--- src/rtl/alu_pkg.sv ---
// Shared constants for the ALU execute-stage controller.
//   WIDTH   datapath width (matches the 8-bit ALU)
//   NREGS   register-file entries
//   AW      register address width
//   FUNC_W  ALU function-code width
//   ST_*    controller state encodings
//   FLAG_*  bit positions inside the C/Z/N status register
package alu_pkg;

  localparam int WIDTH  = 8;
  localparam int NREGS  = 8;
  localparam int AW     = 3;
  localparam int FUNC_W = 3;

  localparam logic [1:0] ST_IDLE = 2'd0;
  localparam logic [1:0] ST_READ = 2'd1;
  localparam logic [1:0] ST_EXEC = 2'd2;
  localparam logic [1:0] ST_WB   = 2'd3;

  localparam int FLAG_C = 0;
  localparam int FLAG_Z = 1;
  localparam int FLAG_N = 2;

endpackage

--- src/rtl/alu_regfile.sv ---
// Register file for the execute controller.
// Ports:
//   clk, rst              clock, synchronous active-high reset (clears all entries)
//   we, waddr, wdata      single synchronous write port
//   raddr_a / rdata_a     combinational read port for operand A
//   raddr_b / rdata_b     combinational read port for operand B
//   raddr_dbg / rdata_dbg combinational debug read port
module alu_regfile
  import alu_pkg::*;
(
  input  logic             clk,
  input  logic             rst,
  input  logic             we,
  input  logic [AW-1:0]    waddr,
  input  logic [WIDTH-1:0] wdata,
  input  logic [AW-1:0]    raddr_a,
  input  logic [AW-1:0]    raddr_b,
  input  logic [AW-1:0]    raddr_dbg,
  output logic [WIDTH-1:0] rdata_a,
  output logic [WIDTH-1:0] rdata_b,
  output logic [WIDTH-1:0] rdata_dbg
);

  logic [WIDTH-1:0] regs [NREGS];

  always_ff @(posedge clk) begin
    if (rst) begin
      for (int i = 0; i < NREGS; i++) regs[i] <= '0;
    end else if (we) begin
      regs[waddr] <= wdata;
    end
  end

  assign rdata_a   = regs[raddr_a];
  assign rdata_b   = regs[raddr_b];
  assign rdata_dbg = regs[raddr_dbg];

endmodule

--- src/rtl/alu_exec_controller.sv ---
// Execute-stage sequencer in front of the 8-bit ALU. Accepts one instruction
// over valid/ready, fetches operands from the register file, registers the ALU
// inputs, samples the ALU outputs, writes back and pulses done.
// Ports:
//   clk, rst                      clock, synchronous active-high reset
//   instValid/instReady           decode handshake
//   instFunc/Rd/Rs/Rt/ImmSel/Imm/NoWr  instruction fields, captured on accept
//   ldEn/ldAddr/ldData            direct register load, honoured in IDLE only
//   dbgAddr/dbgData               combinational debug read
//   aluA/aluB/aluFunc/aluCarryIn  registered ALU inputs (carry = stored C)
//   aluResult/CarryOut/Zero/Neg   ALU outputs, sampled in EXEC
//   flagC/flagZ/flagN             status register
//   done                          one-cycle pulse in the writeback cycle
//
// state | meaning
// IDLE  | waiting; ldEn load or instruction accept
// READ  | operands from register file into aluA/aluB, func into aluFunc
// EXEC  | ALU settles; result and flags are sampled at the end of the cycle
// WB    | result written to rd (unless noWr), flags updated, done high
module alu_exec_controller
  import alu_pkg::*;
(
  input  logic              clk,
  input  logic              rst,
  input  logic              instValid,
  output logic              instReady,
  input  logic [FUNC_W-1:0] instFunc,
  input  logic [AW-1:0]     instRd,
  input  logic [AW-1:0]     instRs,
  input  logic [AW-1:0]     instRt,
  input  logic              instImmSel,
  input  logic [WIDTH-1:0]  instImm,
  input  logic              instNoWr,
  input  logic              ldEn,
  input  logic [AW-1:0]     ldAddr,
  input  logic [WIDTH-1:0]  ldData,
  input  logic [AW-1:0]     dbgAddr,
  output logic [WIDTH-1:0]  dbgData,
  output logic [WIDTH-1:0]  aluA,
  output logic [WIDTH-1:0]  aluB,
  output logic              aluCarryIn,
  output logic [FUNC_W-1:0] aluFunc,
  input  logic [WIDTH-1:0]  aluResult,
  input  logic              aluCarryOut,
  input  logic              aluZero,
  input  logic              aluNeg,
  output logic              flagC,
  output logic              flagZ,
  output logic              flagN,
  output logic              done
);

  logic [1:0]        state;
  logic [FUNC_W-1:0] func_q;
  logic [AW-1:0]     rd_q, rs_q, rt_q;
  logic              imm_sel_q, no_wr_q;
  logic [WIDTH-1:0]  imm_q;
  logic [WIDTH-1:0]  res_q;
  logic              res_c_q, res_z_q, res_n_q;
  logic [2:0]        flags;

  logic              accept, load_we, wb_we, rf_we;
  logic [AW-1:0]     rf_waddr;
  logic [WIDTH-1:0]  rf_wdata, rdata_a, rdata_b;

  assign instReady = (state == ST_IDLE) && !ldEn;
  assign accept    = instValid && instReady;

  // Load and writeback live in different states, so they never collide.
  assign load_we  = (state == ST_IDLE) && ldEn;
  assign wb_we    = (state == ST_WB) && !no_wr_q;
  assign rf_we    = load_we || wb_we;
  assign rf_waddr = wb_we ? rd_q  : ldAddr;
  assign rf_wdata = wb_we ? res_q : ldData;

  alu_regfile u_regfile (
    .clk       (clk),
    .rst       (rst),
    .we        (rf_we),
    .waddr     (rf_waddr),
    .wdata     (rf_wdata),
    .raddr_a   (rs_q),
    .raddr_b   (rt_q),
    .raddr_dbg (dbgAddr),
    .rdata_a   (rdata_a),
    .rdata_b   (rdata_b),
    .rdata_dbg (dbgData)
  );

  always_ff @(posedge clk) begin
    if (rst) begin
      state     <= ST_IDLE;
      func_q    <= '0;
      rd_q      <= '0;
      rs_q      <= '0;
      rt_q      <= '0;
      imm_sel_q <= 1'b0;
      no_wr_q   <= 1'b0;
      imm_q     <= '0;
      res_q     <= '0;
      res_c_q   <= 1'b0;
      res_z_q   <= 1'b0;
      res_n_q   <= 1'b0;
      flags     <= '0;
      aluA      <= '0;
      aluB      <= '0;
      aluFunc   <= '0;
    end else begin
      case (state)
        ST_IDLE: begin
          if (accept) begin
            func_q    <= instFunc;
            rd_q      <= instRd;
            rs_q      <= instRs;
            rt_q      <= instRt;
            imm_sel_q <= instImmSel;
            imm_q     <= instImm;
            no_wr_q   <= instNoWr;
            state     <= ST_READ;
          end
        end
        ST_READ: begin
          aluA    <= rdata_a;
          aluB    <= imm_sel_q ? imm_q : rdata_b;
          aluFunc <= func_q;
          state   <= ST_EXEC;
        end
        ST_EXEC: begin
          res_q   <= aluResult;
          res_c_q <= aluCarryOut;
          res_z_q <= aluZero;
          res_n_q <= aluNeg;
          state   <= ST_WB;
        end
        default: begin
          flags[FLAG_C] <= res_c_q;
          flags[FLAG_Z] <= res_z_q;
          flags[FLAG_N] <= res_n_q;
          state         <= ST_IDLE;
        end
      endcase
    end
  end

  // Carry-in is the stored flag, so a WB update only reaches the next instruction.
  assign aluCarryIn = flags[FLAG_C];
  assign flagC      = flags[FLAG_C];
  assign flagZ      = flags[FLAG_Z];
  assign flagN      = flags[FLAG_N];
  assign done       = (state == ST_WB);

endmodule
--- config.mk ---
export PLATFORM = sky130hd
export DESIGN_NAME = alu_exec_controller
export DESIGN_NICKNAME = d
export VERILOG_FILES = /design/src/rtl/alu_pkg.sv /design/src/rtl/alu_regfile.sv /design/src/rtl/alu_exec_controller.sv
export SDC_FILE = /design/constraint.sdc
export NUM_CORES = 1
export LEC_CHECK = 0
export BUFFER_PORTS_ARGS = -buffer_cell sky130_fd_sc_hd__buf_2
export CORE_ASPECT_RATIO = 2
export CORE_MARGIN = 2
export CORE_UTILIZATION = 63
export CTS_CLUSTER_DIAMETER = 60
export DETAILED_ROUTE_END_ITERATION = 12
export PLACE_DENSITY_LB_ADDON = 0.3
export SKIP_LAST_GASP = 1
export SLEW_MARGIN = 5
export SYNTH_ARGS = -nofsm -noshare
export SYNTH_HDL_FRONTEND = slang
export SYNTH_HIERARCHICAL = 1
export SYNTH_SLANG_ARGS = --single-unit
--- constraint.sdc ---
create_clock -name clk -period 7.92 [get_ports clk]
set_input_delay 1.584 -clock clk [delete_from_list [all_inputs] [get_ports clk]]
set_output_delay 1.584 -clock clk [all_outputs]
set_load 0.03 [all_outputs]
After elaboration in Yosys (flattened, before gate mapping)
Memory sizes are Yosys's and may differ from the RTL's. A register that Yosys moved wholly into a read port is not among the register bits.
Cells that the tools add are included.
- multiplexer cells: 15
- eq/ne operators: 4
- reduce and logical (&&, ||, !) cells: 11
- operators with widths (cell ; count):
    $mux 8 ; 3
    $mux 3 ; 4
    $reduce_or 8->1 ; 1
    $mux 1 ; 6
    $pmux 2 s3 ; 1
    $eq 2x2->1 const B ; 2
    $logic_and 1x1->1 ; 4
    $reduce_or 3->1 ; 1
    $eq 2x1->1 const B ; 1
    $logic_not 1->1 ; 2
    $logic_not 2->1 ; 1
    $mux 2 ; 1
    $ne 2x2->1 const B ; 1
    $reduce_and 2->1 ; 1
    $logic_or 1x1->1 ; 1
- memories kept: 1
- bits in registers: 49
- memory bits (writable): 64
- word-level logic and storage cells: 46
- output and inout port bits: 33
- memories (name ; words ; width ; rd ports ; clocked after memory_dff ; write ports ; RTL line ; text):
    u_regfile.regs ; 8 ; 8 ; 3 ; 2 ; 8 ; alu_regfile.sv:24 ; logic [WIDTH-1:0] regs [NREGS];

Logic depth before layout (Yosys ltp)
- word-level depth: 8
- depth in mapped cells: 9

Cells and area by module
The synthesis kept the hierarchy.
- modules (own cells, without submodules) (module ; area an instance (µm²) ; times used ; cells each):
    alu_regfile ; 4065.1 ; 1 ; 251
    alu_exec_controller ; 2368.5 ; 1 ; 249

Worst setup path after synthesis
Ideal clock, no wire load.
- path type: input -> output
- from: input port dbgAddr[0]
- to: output port dbgData[0]
- setup slack: 3629 ps
- stages: 4
- path buffers: 2
- required time: 6336 ps
- data arrival time: 2707 ps
- path through: buf_6 -> buf_12 -> mux4_1 -> mux2_2
- cells in the longest elaborated chain, start to end: 1
- RTL lines (element ; RTL line ; text):
    from (decl) ; alu_exec_controller.sv:37 ; input logic [AW-1:0] dbgAddr,
    $mem_v2 8x8 ; -- ;
    to (decl) ; alu_exec_controller.sv:38 ; output logic [WIDTH-1:0] dbgData,
Every way passes these cells.

Worst setup path after layout
- from: input port dbgAddr[0]
- to: output port dbgData[5]
The elaborated chain is that of the path after synthesis.

==> results.py <==
metrics = {
    "run_status": {
        "outcome": "finished clean",
    },
    "drt": {
        "drt_iter0_drc": 275,
        "vias": 4539,
        "dr.pass1.iters": 5,
        "viasPerCell": 6.42,
        "post_drt_wl_per_cell_um": 21.3,
        "wl_mm": 15.1,
        "drc": 0,
        "final_antenna_net_count": 0,
    },
    "critical_path": {
        "crit_path_max_fanout": 16,
        "rr_startpoint": "state[0]$_SDFFE_PP0P_",
        "criticalPathCategory": "in -> out",
        "worst-r2r-setup-slack_ns": 4.35,
        "ff2ff_path_depth": 5,
        "crit_path_end": "dbgData[5]",
        "cp.required_ns": 6.34,
        "end_kind": "primary output",
        "critPathLaunchType": "input pin",
        "cp-startpoint": "dbgAddr[0]",
        "reg2reg_to": "u_regfile/regs[1][1]$_SDFFCE_PN0P_",
        "crit_arrival_ns": 3.13,
    },
    "power": {
        "p_per_area_nw_per_um2": 231,
        "p_seq_share_pct": 42.8,
        "p_comb_share_pct": 11.9,
        "p_int_mw": 1.27,
        "finalPower_mw": 1.69,
        "p_sw_share_pct": 24.8,
        "ir_drop_mv": 0.220,
        "leakagePower_nw": 2.81,
        "clkPwrFrac_pct": 45.3,
        "p_switching_mw": 0.419,
    },
    "timing": {
        "rsz0062_at_grt": "no",
        "tns_ns": 0,
        "setup_viol": 0,
        "hold_viol": 0,
        "fin_skew_ns": 0.00598,
        "clock.fmax_ghz": 0.212,
        "hold_slack_ns": 0.458,
        "slew-limit-headroom_pct": 30.8,
        "fin_crit_ns": 4.71,
        "worstMarginPinSlew_ns": 1.04,
        "slew_viol_final": 0,
        "post-route-period-util_pct": 59.5,
    },
    "placement": {
        "hpwl_mm": 10.7,
        "port-buffer-count": 83,
        "gp_congestion": 0.909,
    },
    "die": {
        "die_w_um": 75.5,
        "fp.dieH_um": 147,
        "die_area_um2": 11100,
        "start_util_pct": 64.2,
        "core_um2": 10000,
        "row_count": 52,
        "io_pins": 84,
    },
    "yosys": {
        "synthTopCellsByArea": "edfxtp_1, dfxtp_1, mux4_1",
        "syn_area_per_cell_um2": 12.9,
        "synth_edf_count": 64,
        "synth_cell_types": 33,
        "ys_seq_elements": 121,
        "yosys.area.top_type": "edfxtp_1",
        "synth_ff_type": "edfxtp_1",
        "synth_warnings": 6,
        "syn_area_um2": 6430,
        "syn-num-nets": 556,
        "yosysTopAreaCellShare_pct": 29.9,
        "ys_async_sr_fraction_pct": 0,
        "syn_inst": 500,
        "seq_area_frac_synth_pct": 47.6,
    },
    "clocking": {
        "htreeDepth": 4,
        "clk_pin_slew_ns": 0.06,
        "hold_buffers": 0,
        "clock_sinks": 121,
        "cts-buffers-inserted": 17,
        "cts_resized": 0,
        "clkLatencyLatePin_ns": 0.41,
        "ctsLongestPathBuffers": 2,
        "cts_tree": "yes",
        "cts-root-buf": "clkbuf_16",
        "postCtsSetupBuffers": 0,
    },
    "finish": {
        "syn2layout_area_growth_pct": 13.9,
        "layout-drive-gt1-share_pct": 28.8,
        "diodes": 0,
        "final_core_util_pct": 73.1,
        "nets": 615,
    },
    "hold_path": {
        "hold_class": "reg -> reg",
    },
    "grt": {
        "grt_max_degree": 68,
        "grtUsageTotal_pct": 28.4,
        "grt_pass1_wl_mm": 23.2,
        "overflow": 0,
        "grt_pass1_vias": 4538,
        "antenna_found_initial": 0,
    },
    "job": {
        "drv_cap": 0,
    },
}
==> layout make-up <==
cell class	instances	area, um^2
clock buffer	18	429
clock inverter	14	155
fill	677	2690
inverter	11	41.3
multi-input combinational	321	3020
sequential	121	3060
tap	135	169
timing repair buffer	87	445
==> state kept, by name, summed over array words and instances, names as in the netlist, 2 cells and up <==
name            count
u_regfile/regs     64
aluA                8
aluB                8
imm_q               8
res_q               8
aluFunc             3
flags               3
func_q              3
rd_q                3
rs_q                3
rt_q                3
state               2
==> cell families (layout without fill, tap and decap cells) <==
family                     after synthesis  in the layout  share of synthesized area, %
DFF                                    121            121                          47.6
adders and majority gates                5              5                         0.972
muxes                                  116            116                          31.0
AOI/OAI and AO/OA                       41             41                          3.91
and+or+nand+nor                        159            159                          11.1
buffers and inverters                   58            130                          5.41
==> through the flow <==
step	instances	cell area (um^2)	worst slack [ns]
2_1_floorplan	500	6430	3.63
3_3_place_gp	675	6740	3.31
3_5_place_dp	675	6740	3.21
4_1_cts	707	7330	3.20
5_1_grt	707	7330	3.18
6_report	707	7330	3.21
==> layer usage <==
metal | share of wire, % | routed length (um) | vias to the layer above | global-route usage, %
met2 | 54 | 8160 | 226 | 48.8
met1 | 35 | 5250 | 2212 | 31.1
met4 | 5.8 | 875 | 0 | 17.6
met3 | 5.1 | 775 | 72 | 4.87
met5 | 0 | 0 | - | 0
li1 | - | - | 2029 | -
==> worst max-delay path, stage by stage <==
cell	delay (ns)
buf_2	0.40
mux4_1	0.66
mux2_2	0.30
buf_2	0.18
==> cell usage in the layout (no fill, tap or decap), drive strengths merged, types with 2 or more instances in the layout <==
cell type	Yosys	final
buf	35	87
nor3	64	64
edfxtp	64	64
dfxtp	57	57
nand2	48	48
mux4	48	48
nor2	35	35
mux2	35	35
mux2i	33	33
a21oi	23	23
clkbuf	12	18
clkinv	8	15
a211oi	8	8
o21bai	8	8
ha	5	5
nand2b	4	4
inv	3	4
clkinvlp	0	3
bufinv	0	3
nand3b	2	2
nand3	2	2
==> power by group through the flow <==
stage                     logic (mW)  registers, mW  clock network (mW)
after global placement         0.192          0.731                   0
after detailed placement       0.199          0.735                   0
after CTS                      0.201          0.722               0.773
after global routing           0.216          0.726               0.798
after floorplan                0.153          0.728                   0
final                          0.201          0.723               0.765
==> cells in the mapped netlist (6+ instances only) <==
master    instances
a211oi_1          8
a21oi_1          23
buf_1             7
buf_2            14
buf_6             6
clkbuf_1         12
clkinv_1          8
dfxtp_1          57
edfxtp_1         64
mux2_2           26
mux2_4            9
mux2i_1          33
mux4_1           41
mux4_2            7
nand2_1          48
nor2_1           35
nor3_1           64
o21bai_1          8
==> worst min-delay path by stage <==
| stage | startpoint | end | depth (start not counted) |
|---|---|---|---|
| floorplan | no_wr_q$_SDFFE_PP0P_ | no_wr_q$_SDFFE_PP0P_ | 2 |
| global placement | no_wr_q$_SDFFE_PP0P_ | no_wr_q$_SDFFE_PP0P_ | 2 |
| detailed placement | imm_q[5]$_SDFFE_PP0P_ | imm_q[5]$_SDFFE_PP0P_ | 2 |
| CTS | imm_q[5]$_SDFFE_PP0P_ | imm_q[5]$_SDFFE_PP0P_ | 2 |
| global route | imm_q[5]$_SDFFE_PP0P_ | imm_q[5]$_SDFFE_PP0P_ | 2 |
| finish | imm_q[5]$_SDFFE_PP0P_ | imm_q[5]$_SDFFE_PP0P_ | 2 |
Note: power is estimated with default switching activity, not from simulation.
